[config.mk]
export PLATFORM = sky130hd
export DESIGN_NAME = math_expression_arbiter
export DESIGN_NICKNAME = d
export VERILOG_FILES = /design/src/rtl/math_expr_pkg.sv /design/src/rtl/math_expression.sv /design/src/rtl/math_expression_arbiter.sv
export SDC_FILE = /design/constraint.sdc
export NUM_CORES = 1
export LEC_CHECK = 0
export ABC_AREA = 1
export BUFFER_PORTS_ARGS = -buffer_cell sky130_fd_sc_hd__buf_2
export CELL_PAD_IN_SITES_DETAIL_PLACEMENT = 0
export CELL_PAD_IN_SITES_GLOBAL_PLACEMENT = 1
export CORE_UTILIZATION = 42
export DETAILED_ROUTE_END_ITERATION = 12
export GPL_TIMING_DRIVEN = 0
export PLACE_DENSITY_LB_ADDON = 0.1
export SKIP_LAST_GASP = 1
export SLEW_MARGIN = 30
export SYNTH_ARGS = -nofsm -noshare
export SYNTH_HDL_FRONTEND = slang
export SYNTH_HIERARCHICAL = 1
export SYNTH_SLANG_ARGS = --single-unit
[constraint.sdc]
create_clock -name clk -period 13.4 [get_ports clk]
set_input_delay 0.67 -clock clk [delete_from_list [all_inputs] [get_ports clk]]
set_output_delay 0.67 -clock clk [all_outputs]
set_load 0.02 [all_outputs]
[src/rtl/math_expr_pkg.sv]
// Shared types and helpers for the math_expression arbiter: controller state
// encoding, width constants and the round-robin grant picker.
package math_expr_pkg;

   typedef enum logic [1:0] {
      IDLE  = 2'd0,
      ISSUE = 2'd1,
      WAIT  = 2'd2,
      RESP  = 2'd3
   } state_t;

   // Largest supported requester count; the picker works on a vector this wide.
   localparam int N_MAX  = 16;
   // Index width wide enough for N_MAX requesters.
   localparam int ID_W   = 4;
   localparam int WDOG_W = 8;

   // First requester with req set, scanning ptr, ptr+1, ... modulo n.
   // Returns 0 when nothing is requesting; callers qualify with |req.
   function automatic logic [ID_W-1:0] rr_pick(input logic [N_MAX-1:0] req,
                                               input logic [ID_W-1:0]  ptr,
                                               input int               n);
      logic [ID_W-1:0] pick;
      logic            found;
      int              idx;
      pick  = '0;
      found = 1'b0;
      for (int k = 0; k < N_MAX; k++) begin
         idx = (int'(ptr) + k) % n;
         if (k < n && !found && req[idx]) begin
            pick  = ID_W'(idx);
            found = 1'b1;
         end
      end
      return pick;
   endfunction

endpackage

[src/rtl/math_expression.sv]
// Two-stage datapath: q = num >>> 1, rmd = num[0] with
// num = (a-b)*(1+3c) - 4d, all arithmetic modulo 2^W (two's complement).
// valid pulses two cycles after start.
module math_expression #(
   parameter int W = 16
) (
   input  logic         clk,
   input  logic         reset,
   input  logic         start,
   input  logic [W-1:0] a,
   input  logic [W-1:0] b,
   input  logic [W-1:0] c,
   input  logic [W-1:0] d,
   output logic [W-1:0] q,
   output logic         rmd,
   output logic         valid
);

   logic [W-1:0] num;
   logic [W-1:0] num_r;
   logic         v1;

   // Truncating W-bit arithmetic gives the two's-complement result directly.
   always_comb begin
      num = (a - b) * ((c << 1) + c + W'(1)) - (d << 2);
   end

   // Stage 1 captures the expression, stage 2 splits it into quotient/remainder.
   always_ff @(posedge clk) begin
      if (reset) begin
         num_r <= '0;
         v1    <= 1'b0;
         q     <= '0;
         rmd   <= 1'b0;
         valid <= 1'b0;
      end else begin
         v1    <= start;
         valid <= v1;
         if (start) num_r <= num;
         if (v1) begin
            q   <= $signed(num_r) >>> 1;
            rmd <= num_r[0];
         end
      end
   end

endmodule

[src/rtl/math_expression_arbiter.sv]
// Round-robin front end sharing one math_expression datapath among N
// requesters, one operation in flight, with a watchdog on the datapath.
//
// Handshakes: a request transfers on a cycle where req_valid[i] & req_ready[i];
// req_ready is one-hot, combinational and only non-zero in IDLE. The response
// transfers on rsp_valid & rsp_ready; rsp_* fields hold steady until then.
module math_expression_arbiter
   import math_expr_pkg::*;
#(
   parameter int W       = 16,
   parameter int N       = 4,
   parameter int TIMEOUT = 15
) (
   input  logic                 clk,
   input  logic                 reset,
   input  logic [N-1:0]         req_valid,
   output logic [N-1:0]         req_ready,
   input  logic [N*W-1:0]       req_a,
   input  logic [N*W-1:0]       req_b,
   input  logic [N*W-1:0]       req_c,
   input  logic [N*W-1:0]       req_d,
   output logic                 rsp_valid,
   input  logic                 rsp_ready,
   output logic [$clog2(N)-1:0] rsp_id,
   output logic [W-1:0]         rsp_q,
   output logic                 rsp_rmd,
   output logic                 rsp_err,
   output logic                 busy
);

   localparam int IDW = $clog2(N);

   state_t            state;
   logic [IDW-1:0]    rr_ptr;
   logic [IDW-1:0]    grant;
   logic [IDW-1:0]    next_ptr;
   logic [IDW-1:0]    cur_id;
   logic              any_req;
   logic [W-1:0]      lat_a, lat_b, lat_c, lat_d;
   logic [WDOG_W-1:0] wdog;
   logic              dp_start;
   logic              dp_valid;
   logic [W-1:0]      dp_q;
   logic              dp_rmd;

   assign busy = (state != IDLE);

   // Grant selection and the one-hot accept, offered only while IDLE.
   always_comb begin
      grant     = IDW'(rr_pick(N_MAX'(req_valid), ID_W'(rr_ptr), N));
      next_ptr  = (grant == IDW'(N - 1)) ? '0 : grant + 1'b1;
      any_req   = |req_valid;
      req_ready = '0;
      if (state == IDLE && any_req) req_ready[grant] = 1'b1;
   end

   // Controller: accept, issue a one-cycle start, wait with watchdog, hold response.
   always_ff @(posedge clk) begin
      if (reset) begin
         state     <= IDLE;
         rr_ptr    <= '0;
         cur_id    <= '0;
         lat_a     <= '0;
         lat_b     <= '0;
         lat_c     <= '0;
         lat_d     <= '0;
         wdog      <= '0;
         dp_start  <= 1'b0;
         rsp_valid <= 1'b0;
         rsp_id    <= '0;
         rsp_q     <= '0;
         rsp_rmd   <= 1'b0;
         rsp_err   <= 1'b0;
      end else begin
         case (state)
            IDLE: begin
               if (any_req) begin
                  lat_a    <= req_a[grant*W +: W];
                  lat_b    <= req_b[grant*W +: W];
                  lat_c    <= req_c[grant*W +: W];
                  lat_d    <= req_d[grant*W +: W];
                  cur_id   <= grant;
                  rr_ptr   <= next_ptr;
                  dp_start <= 1'b1;
                  state    <= ISSUE;
               end
            end
            ISSUE: begin
               dp_start <= 1'b0;
               wdog     <= '0;
               state    <= WAIT;
            end
            WAIT: begin
               if (dp_valid) begin
                  rsp_q     <= dp_q;
                  rsp_rmd   <= dp_rmd;
                  rsp_err   <= 1'b0;
                  rsp_id    <= cur_id;
                  rsp_valid <= 1'b1;
                  state     <= RESP;
               end else if (wdog == WDOG_W'(TIMEOUT - 1)) begin
                  rsp_q     <= '0;
                  rsp_rmd   <= 1'b0;
                  rsp_err   <= 1'b1;
                  rsp_id    <= cur_id;
                  rsp_valid <= 1'b1;
                  state     <= RESP;
               end else begin
                  wdog <= wdog + 1'b1;
               end
            end
            RESP: begin
               if (rsp_ready) begin
                  rsp_valid <= 1'b0;
                  state     <= IDLE;
               end
            end
            default: state <= IDLE;
         endcase
      end
   end

   math_expression #(.W(W)) u_dp (
      .clk   (clk),
      .reset (reset),
      .start (dp_start),
      .a     (lat_a),
      .b     (lat_b),
      .c     (lat_c),
      .d     (lat_d),
      .q     (dp_q),
      .rmd   (dp_rmd),
      .valid (dp_valid)
   );

endmodule

* Word level (Yosys, flattened, before mapping)
Cells that the tools add are included.
Word-level totals: flip-flop bits (word level) 132, input port bits 263
Operators by class: add/subtract/negate cells 9, multipliers 1, $lt $le $gt $ge 6, eq/ne operators 10, shift operators 4, multiplexer cells 43, bitwise logic cells 3, reduce and logical (&&, ||, !) cells 24
Operator list (count):
- $shiftx A64 B7 Y16 | 3
- $shiftx A64 B7 Y14 | 1
- $mux W16 | 2
- $sub A16 B16 Y16 | 2
- $mux W2 | 11
- $lt A3 B6 Y1 const B | 3
- $mux W1 | 18
- $add A16 B1 Y16 const B | 1
- $add A16 B16 Y16 | 1
- $mul A16 B16 Y16 | 1
- $mux W8 | 2
- $pmux W8 S2 | 1
- $reduce_bool A2 Y1 | 5
- $bmux W1 S3 | 3
- $reduce_and A3 Y1 | 3
- $add A8 B1 Y8 const B | 1
- $eq A8 B4 Y1 const B | 1
- $ne A2 B2 Y1 const B | 4
- $pmux W2 S4 | 1
- $eq A2 B2 Y1 const B | 3
- $reduce_and A2 Y1 | 3
- $reduce_or A2 Y1 | 3
- $logic_and A1 B1 Y1 | 5
- $lt A2 B5 Y1 const B | 1
- 14 further kinds | 21

* Logic depth before layout (Yosys ltp)
Gate-level depths: netlist of the first run.
depth in word-level cells 19, gate-level depth with buffers 41

* Modules after synthesis
Netlist of the first run, hierarchy kept.
By module, submodules not included:
- math_expression | times used 1, cells each 1100, area each 7485.9 um2
- math_expression_arbiter | times used 1, cells each 1360, area each 7438.4 um2

* Worst setup path before layout of the first run
Ideal clock, no wire load.
path type flip-flop to flip-flop, from register lat_a[0], to register u_dp.num_r[15], setup time 109 ps, arrival 6361 ps, setup slack 6930 ps, stages on the path, launching flop included 40, clock period less this slack 6470 ps, cells stage by stage dfxtp_1 inv_1 ha_1 fa_1 inv_1 nand3_1 nand2_2 nand2_1 nand2_1 inv_2 o21bai_2 nand2_1 nand2_2 nor2_1 fa_1 inv_1 fa_1 inv_1 [... 4 more ...] fa_1 inv_1 ha_1 a21oi_1 o21ai_0 a21oi_1 nor2_1 o21ai_0 nand2_1 nand2_1 nand2_1 a21oi_1 xor2_1 nand3_1 nand3_1 nand3_1 nand2_1 inv_1
On the way: longest elaborated chain between the ends 3
Ends and longest elaborated chain:
- from (decl) | RTL line math_expression_arbiter.sv:39 | logic [W-1:0] lat_a, lat_b, lat_c, lat_d;
- from (signal assigned) | RTL line math_expression_arbiter.sv:78 | lat_a <= req_a[grant*W +: W];
- $sub A16 B16 Y16 | RTL line math_expression.sv:25 | num = (a - b) * ((c << 1) + c + W'(1)) - (d << 2);
- $mul A16 B16 Y16 | RTL line math_expression.sv:25
- $sub A16 B16 Y16 | RTL line math_expression.sv:25
- to (signal assigned) | RTL line math_expression.sv:39 | if (start) num_r <= num;
- to (decl) | RTL line math_expression.sv:20 | logic [W-1:0] num_r;
No other way between the ends. A chain may end at the register's enable or synchronous reset.

* Worst setup path in the final report of the first run
from register lat_c[0], to register u_dp.num_r[15]
On the way: longest elaborated chain between the ends 4
Ends and longest elaborated chain:
- from (decl) | RTL line math_expression_arbiter.sv:39
- from (signal assigned) | RTL line math_expression_arbiter.sv:80 | lat_c <= req_c[grant*W +: W];
- $add A16 B16 Y16 | RTL line math_expression.sv:25
- $add A16 B1 Y16 | RTL line math_expression.sv:25
- $mul A16 B16 Y16 | RTL line math_expression.sv:25
- $sub A16 B16 Y16 | RTL line math_expression.sv:25
No other way between the ends.

==> results of run 1 <==
==> layout make-up <==
cell class	count	area share
Multi-Input combinational cell	1565	0.537
Sequential cell	132	0.153
Clock buffer	18	0.0253
Inverter	630	0.136
Tap cell	455	0.0329
Buffer	101	0.0266
Timing Repair Buffer	280	0.0809
Clock inverter	14	0.00816
Antenna cell	3	0.000433
==> metrics by stage <==
step                      std cells  setup slack (ns)  area [µm²]  hold WS [ns]  utilization
final                          3198              5.73       17300         0.465        0.502
after detailed placement       3163              5.66       16700         0.461        0.484
after CTS                      3195              5.65       17300         0.463        0.501
after global placement         3163              5.69       16700         0.455        0.484
after global routing           3195              5.23       17300         0.483        0.501
after floorplan                2428              6.93       14800         0.429            -
==> worst max-delay path, delay by kind of cell, from the launching register on <==
kind | cells | cell delay (ns)
adders and majority gates | 8 | 3.61
and+or+nand+nor | 10 | 1.04
buffers and inverters | 8 | 0.89
xor gates and xnor gates | 2 | 0.87
AOI/OAI and AO/OA | 4 | 0.72
DFF | 1 | 0.49
==> flip-flops by register name, indices dropped and copies added (netlist names), 2 cells and up <==
signal      cells
lat_a          16
lat_d          14
lat_c          16
u_dp/num_r     16
lat_b          16
state           2
cur_id          2
wdog            8
rsp_q          16
u_dp/q         15
rr_ptr          2
rsp_id          2
==> placed cells by master (no fill, tap or decap), drive strengths merged, types with 3 or more instances in the layout <==
cell,n
buf,337
ha,87
o21bai,6
nor3,11
inv,635
nand3,381
o21ai,71
fa,96
nand2,522
xnor2,12
a21oi,70
nand4,7
clkinvlp,3
clkbuf,62
dfxtp,132
clkinv,6
diode,3
xor2,20
o211ai,4
nand3b,4
nor2,261
==> metal layers <==
metal,track usage,part of all wire
met1,0.337,0.44
met2,0.491,0.49
met3,0.0419,0.049
met4,0.0717,0.020
met5,0,0.00017
==> final timing paths <==
check	to	slack (ns)	cells after the start
setup / recovery	u_dp/num_r[15]	5.73	32
hold reg to reg	rsp_q[4]	0.47	2
setup reg to reg	u_dp/num_r[15]	5.73	32
hold / removal	rsp_q[4]	0.47	2
==> reports/summary.txt, run 1 <==
status -> complete, no violations
final slew viol count -> 0
port bufs -> 280
post-synthesis instance total -> 2,428
CTS buffer count -> 17
CTS Buffer Depth -> 2
Final Cycle Share -> 0.572
worst hold path startpoint -> u_dp/q[4]
largest net degree at the start of global routing -> 17
Skew-Pair Late Insertion Delay -> 0.45 ns
gpl congestion -> 0.950
detailed router's first-iteration violation count -> 768
Worst setup startpoint -> lat_c[0]
crit-path max cell delay -> 0.61 ns
Syn Area/Cell -> 6.08 µm²
multi-input logic area -> 9300 µm²
fillcell total -> 3,790
vias in the first global route -> 15,200
Worst slew margin -> 0.342
post_cts resized -> 0
hold crit path type -> flip-flop to flip-flop
Critical Path AT -> 8.06 ns
crit path launch type -> flip-flop
yosys warns -> 6
die height -> 189 µm
area delta synth->final -> 17.4%
initial antenna violation count -> 3
synthesized area -> 14,800 µm²
clock root cell -> clkbuf_16
CP most frequent cell -> inv_1
first-pass GRT wire length -> 76,500 µm
Initial Util -> 0.427
max frequency -> 130 MHz
CTS tree -> built
GRT Total Usage -> 0.273
Clock Skews -> 0.0136 ns
gr ovfl total -> 0
# rows -> 68
core area -> 34,500 µm²
Critical-path top delay cell -> xnor2_1
Fin. Hold Viols -> 0
# hold bufs at CTS -> 0
share of layout cells above drive strength 1 -> 0.149
RR Startpoint -> lat_c[0]
H-tree levels -> 4
IO Count -> 289
crit-path max FO -> 9
max-cap violations -> 0
Mapped Nets -> 2,874
final net count -> 3,173
DP Wirelength -> 39,700 µm
clock-pin slew on the worst setup and hold paths -> 0.07 ns
Register Area -> 2640 µm²
Setup Buffers After CTS -> 0
vias per cell -> 4.75
drt pass-1 iters -> 5
DRT antenna net count -> 0
DRC -> 0
final count of negative-setup-slack endpoints -> 0
Chip Width -> 189 µm
Worst EP required -> 13.79 ns
clk sinks -> 132
RSZ-0062 raised after global routing -> no
via count -> 15,200
CP Capture Type -> flip-flop
post-layout min period -> 7.67 ns
TNS Setup -> 0 ns
drt total wl -> 47,500 µm
Worst Path Class, Setup -> flip-flop to flip-flop
Die ar. -> 35,900 µm²
worst slew pin tran -> 0.984 ns
average wire per standard cell -> 14.9 µm
Power of run 1 is not shown: default switching activity piles up to over one toggle a cycle in this logic, so the estimate is an artifact.
==> run 2: changes to the inputs <==
--- a/config.mk
+++ b/config.mk
@@ -9,7 +9,7 @@
 export BUFFER_PORTS_ARGS = -buffer_cell sky130_fd_sc_hd__buf_2
 export CELL_PAD_IN_SITES_DETAIL_PLACEMENT = 0
 export CELL_PAD_IN_SITES_GLOBAL_PLACEMENT = 1
-export CORE_UTILIZATION = 42
+export CORE_UTILIZATION = 36
 export DETAILED_ROUTE_END_ITERATION = 12
 export GPL_TIMING_DRIVEN = 0
 export PLACE_DENSITY_LB_ADDON = 0.1
==> constraint.sdc (replaced) <==
create_clock -name clk -period 6.8 [get_ports clk]
set_input_delay 0.34 -clock clk [delete_from_list [all_inputs] [get_ports clk]]
set_output_delay 0.34 -clock clk [all_outputs]
set_load 0.02 [all_outputs]
==> run 2 against run 1 <==
Non-clock buffer count rose by 34; wire length rose by 5.1%; maximum frequency increased by 15%; clock skew grew 0.0014 ns; hold slack worse by 0.28 ns; clock-buffer cell count is the same; via count up 1.2%; highest routed layer is now met4; flip-flop and latch count did not move; setup slack got worse by 5.6 ns; global-route usage decreased by 3.2 points; critical path depth grew 5.
==> reports/summary.txt, run 2 (synthesis gave the netlist of run 1 again) <==
clock-pin slew on the worst setup and hold paths -> 0.07 ns
GRT Total Usage -> 0.241
CP Depth -> 37
share of layout cells above drive strength 1 -> 0.186
# hold bufs at CTS -> 0
vias in the first global route -> 15,300
vias per cell -> 4.66
TNS Setup -> 0 ns
H-tree levels -> 4
average wire per standard cell -> 15.1 µm
CTS Buffer Depth -> 2
RSZ-0062 raised after global routing -> yes
Worst EP required -> 7.15 ns
core area -> 40,100 µm²
Fin. Hold Viols -> 0
Skew-Pair Late Insertion Delay -> 0.45 ns
Critical Path Sink -> u_dp/num_r[15]
final net count -> 3,207
Final Cycle Share -> 0.981
max frequency -> 150 MHz
CP Capture Type -> flip-flop
RR Startpoint -> lat_a[0]
Worst setup startpoint -> lat_a[0]
ANT cells -> 0
leading cell types in the layout, fill and taps excluded -> inv_1, nand2_1, nand3_1
worst slack, placed -> -1.00 ns
Worst slew margin -> 0.404
cell family with most CP delay -> adder cells
final slew viol count -> 0
WP buf/inv -> 10
area delta synth->final -> 23.3%
drt total wl -> 50,000 µm
Register Area -> 2660 µm²
DP Wirelength -> 41,300 µm
Initial Util -> 0.368
DRC -> 0
post-layout min period -> 6.67 ns
crit-path max FO -> 3
CP most frequent cell -> fa_1
gpl congestion -> 0.938
Worst Path Class, Setup -> flip-flop to flip-flop
gr ovfl total -> 0
Design Area, Final -> 18,200 µm²
reg2reg end -> u_dp/num_r[15]
final worst setup slack -> 0.132 ns
crit-path max cell delay -> 0.55 ns
final count of negative-setup-slack endpoints -> 0
crit path launch type -> flip-flop
clock root cell -> clkbuf_16
R2R Setup Slk -> 0.13 ns
most common cell after layout, fill and taps aside -> inv_1
Critical-path top delay cell -> fa_1
drt pass-1 iters -> 9
Clock Skews -> 0.0150 ns
largest net degree at the start of global routing -> 17
max-cap violations -> 0
DRT antenna net count -> 0
# rows -> 73
CTS buffer count -> 17
die height -> 204 µm
hold crit path type -> primary input to flip-flop
status -> complete, no violations
Die ar. -> 41,800 µm²
multi-input logic area -> 9720 µm²
DP Area -> 16,800 µm²
first-pass GRT wire length -> 78,100 µm
IO Count -> 289
clk sinks -> 132
r2r worst-path depth -> 37
initial antenna violation count -> 1
Critical Path AT -> 7.02 ns
Final Util -> 0.454
via count -> 15,400
Chip Width -> 204 µm
detailed router's first-iteration violation count -> 827
worst slew pin tran -> 0.894 ns
CTS tree -> built
fillcell total -> 4,425
port bufs -> 280
[run 2: cell types whose count changed in the layout (fill, tap and decap cells not counted), moves of 10 or more]
cell,delta
ha_1,-15
nand2_1,-11
ha_4,+10
inv_1,-14
buf_4,+33
[run 2: repair_timing]
action	in CTS	in global routing
gates resized for setup	57	53
setup endpoints to repair	4	2
pin swaps	28	29
setup buffers	21	14
[run 2: worst min-delay path: stages]
cell	delay (ns)
buf_2	0.09
nand2_1	0.05
nand2_1	0.05
a21oi_1	0.06
[run 2: layout make-up]
type                    instances  share of cell area
plain buffers                 100              0.0256
clock buffers                  18              0.0241
clock inverters                14             0.00997
inverters                     630               0.131
multi-input cells            1565               0.534
flip-flops and latches        132               0.146
well taps                     525              0.0361
repair buffers                315              0.0928
[run 2: layer usage]
layer / global-route usage / share of wire / vias up / wire length (µm)
li1: - / - / 7935 / -
met1: 0.305 / 0.45 / 7059 / 22700
met2: 0.416 / 0.48 / 335 / 23800
met3: 0.0352 / 0.042 / 56 / 2090
met4: 0.0829 / 0.028 / 0 / 1390
met5: 0 / 0 / - / 0
[run 2: worst min-delay path by stage]
stage / endpoint / start / slack, ns / cells after the start
global route: rsp_valid / rsp_ready / 0.22 / 4
global placement: u_dp/q[10] / u_dp/num_r[11] / 0.46 / 2
floorplan: u_dp/q[14] / u_dp/num_r[15] / 0.43 / 2
detailed placement: rsp_rmd / u_dp/rmd / 0.46 / 2
finish: rsp_valid / rsp_ready / 0.19 / 4
CTS: rsp_valid / rsp_ready / 0.17 / 4
[run 2: metrics by stage]
stage	hold WS [ns]	instances
final	0.188	3299
after global routing	0.216	3299
after CTS	0.173	3286
after detailed placement	0.465	3233
after global placement	0.455	3233
after floorplan	0.429	2428
Power of run 2 is left out for the same reason.
==> run 3: changes to the inputs <==
--- a/config.mk
+++ b/config.mk
@@ -13,6 +13,7 @@
 export DETAILED_ROUTE_END_ITERATION = 12
 export GPL_TIMING_DRIVEN = 0
 export PLACE_DENSITY_LB_ADDON = 0.1
+export RECOVER_POWER = 25
 export SKIP_LAST_GASP = 1
 export SLEW_MARGIN = 30
 export SYNTH_ARGS = -nofsm -noshare
==> run 3 against run 2 <==
Sequential share of layout area is essentially flat; register-to-register slack about the same; non-clock buffer count did not move; first-iteration DRC count fell by 0.60%; critical path type unchanged; setup slack better by 0.0055 ns; cell count did not move; core utilization decreased by 0.066 points; flip-flop and latch count stayed put; die area unchanged; maximum frequency hardly changed; hold slack barely moved.
==> reports/summary.txt, run 3 (synthesis gave the netlist of run 1 again) <==
CP most frequent cell -> fa_1
CTS tree -> built
drt pass-1 iters -> 7
RSZ-0062 raised after global routing -> yes
CTS Buffer Depth -> 2
worst hold path startpoint -> rsp_ready
Chip Width -> 204 µm
die height -> 204 µm
share of layout cells above drive strength 1 -> 0.179
detailed router's first-iteration violation count -> 822
CP Capture Type -> flip-flop
average wire per standard cell -> 15.2 µm
Worst Path Class, Setup -> flip-flop to flip-flop
Die ar. -> 41,800 µm²
# rows -> 73
core area -> 40,100 µm²
crit-path max FO -> 3
largest net degree at the start of global routing -> 17
gr ovfl total -> 0
Initial Util -> 0.368
via count -> 15,400
Worst setup startpoint -> lat_a[0]
Critical-path top delay cell -> fa_1
Skew-Pair Late Insertion Delay -> 0.45 ns
post-layout min period -> 6.66 ns
Worst slew margin -> 0.434
status -> complete, no violations
DRT antenna net count -> 0
final net count -> 3,207
cell family with most CP delay -> adder cells
Final Util -> 0.453
Clock Skews -> 0.0158 ns
crit-path max cell delay -> 0.55 ns
leading cell types in the layout, fill and taps excluded -> inv_1, nand2_1, nand3_1
max-cap violations -> 0
final worst setup slack -> 0.138 ns
IO Count -> 289
worst slack, placed -> -1.00 ns
DP Wirelength -> 41,300 µm
clock-pin slew on the worst setup and hold paths -> 0.07 ns
area delta synth->final -> 23.1%
crit path launch type -> flip-flop
max frequency -> 150 MHz
most common cell after layout, fill and taps aside -> inv_1
clk sinks -> 132
gpl congestion -> 0.938
port bufs -> 280
RR Startpoint -> lat_a[0]
DRC -> 0
initial antenna violation count -> 1
final count of negative-setup-slack endpoints -> 0
Final Cycle Share -> 0.980
hold crit path type -> primary input to flip-flop
H-tree levels -> 4
vias in the first global route -> 15,300
WP buf/inv -> 10
worst slew pin tran -> 0.846 ns
vias per cell -> 4.67
Worst EP required -> 7.15 ns
final slew viol count -> 0
first-pass GRT wire length -> 78,100 µm
CTS buffer count -> 17
Fin. Hold Viols -> 0
drt total wl -> 50,000 µm
clock root cell -> clkbuf_16
GRT Total Usage -> 0.241
ANT cells -> 0
Critical Path AT -> 7.01 ns
run 3: changes by cell type in the layout (fill, tap and decap cells not counted), sizes merged:
cell,delta
clkbuf,+21
buf,-21
run 3: cell type report:
cell class	count	area [µm²]
plain buffers	100	467
clock buffers	18	439
clock inverters	14	181
fillers	4440	21900
inverters	630	2390
multi-input cells	1565	9720
flip-flops and latches	132	2660
well taps	525	657
repair buffers	315	1660
run 3: final timing paths:
check	to	slack, ns	cells after the start
worst max-delay path	u_dp/num_r[15]	0.14	37
worst min-delay path	rsp_valid	0.19	4
worst max register to register	u_dp/num_r[15]	0.14	37
worst min register to register	rsp_q[9]	0.47	2
run 3: what timing repair did:
item | 4_1_cts | 5_1_grt
setup buffers | 21 | 14
endpoints found under the setup margin | 4 | 2
hold buffers | 0 | 0
pin swaps | 28 | 29
gates resized for setup | 57 | 53
run 3: worst min-delay path: cells and delay by family:
| kind | cells | cell delay (ns) |
|---|---|---|
| compound gates | 1 | 0.06 |
| buf+inv | 1 | 0.09 |
| simple gates | 2 | 0.10 |
run 3: routing by layer:
layer | share of wire | global-route usage | up-vias | wire length [µm]
met5 | 0 | 0 | - | 0
met4 | 0.028 | 0.0829 | 0 | 1400
met3 | 0.043 | 0.0352 | 57 | 2130
met2 | 0.48 | 0.416 | 341 | 23800
met1 | 0.45 | 0.305 | 7081 | 22700
li1 | - | - | 7937 | -
run 3: through the flow:
step	instance area [µm²]	cells	hold slack [ns]	setup TNS [ns]
2_1_floorplan	14800	2428	0.429	0
3_3_place_gp	16800	3233	0.455	-3.63
3_5_place_dp	16800	3233	0.465	-1.83
4_1_cts	17900	3286	0.173	0
5_1_grt	18200	3299	0.216	-0.196
6_report	18200	3299	0.188	0
Power of run 3 is left out for the same reason.
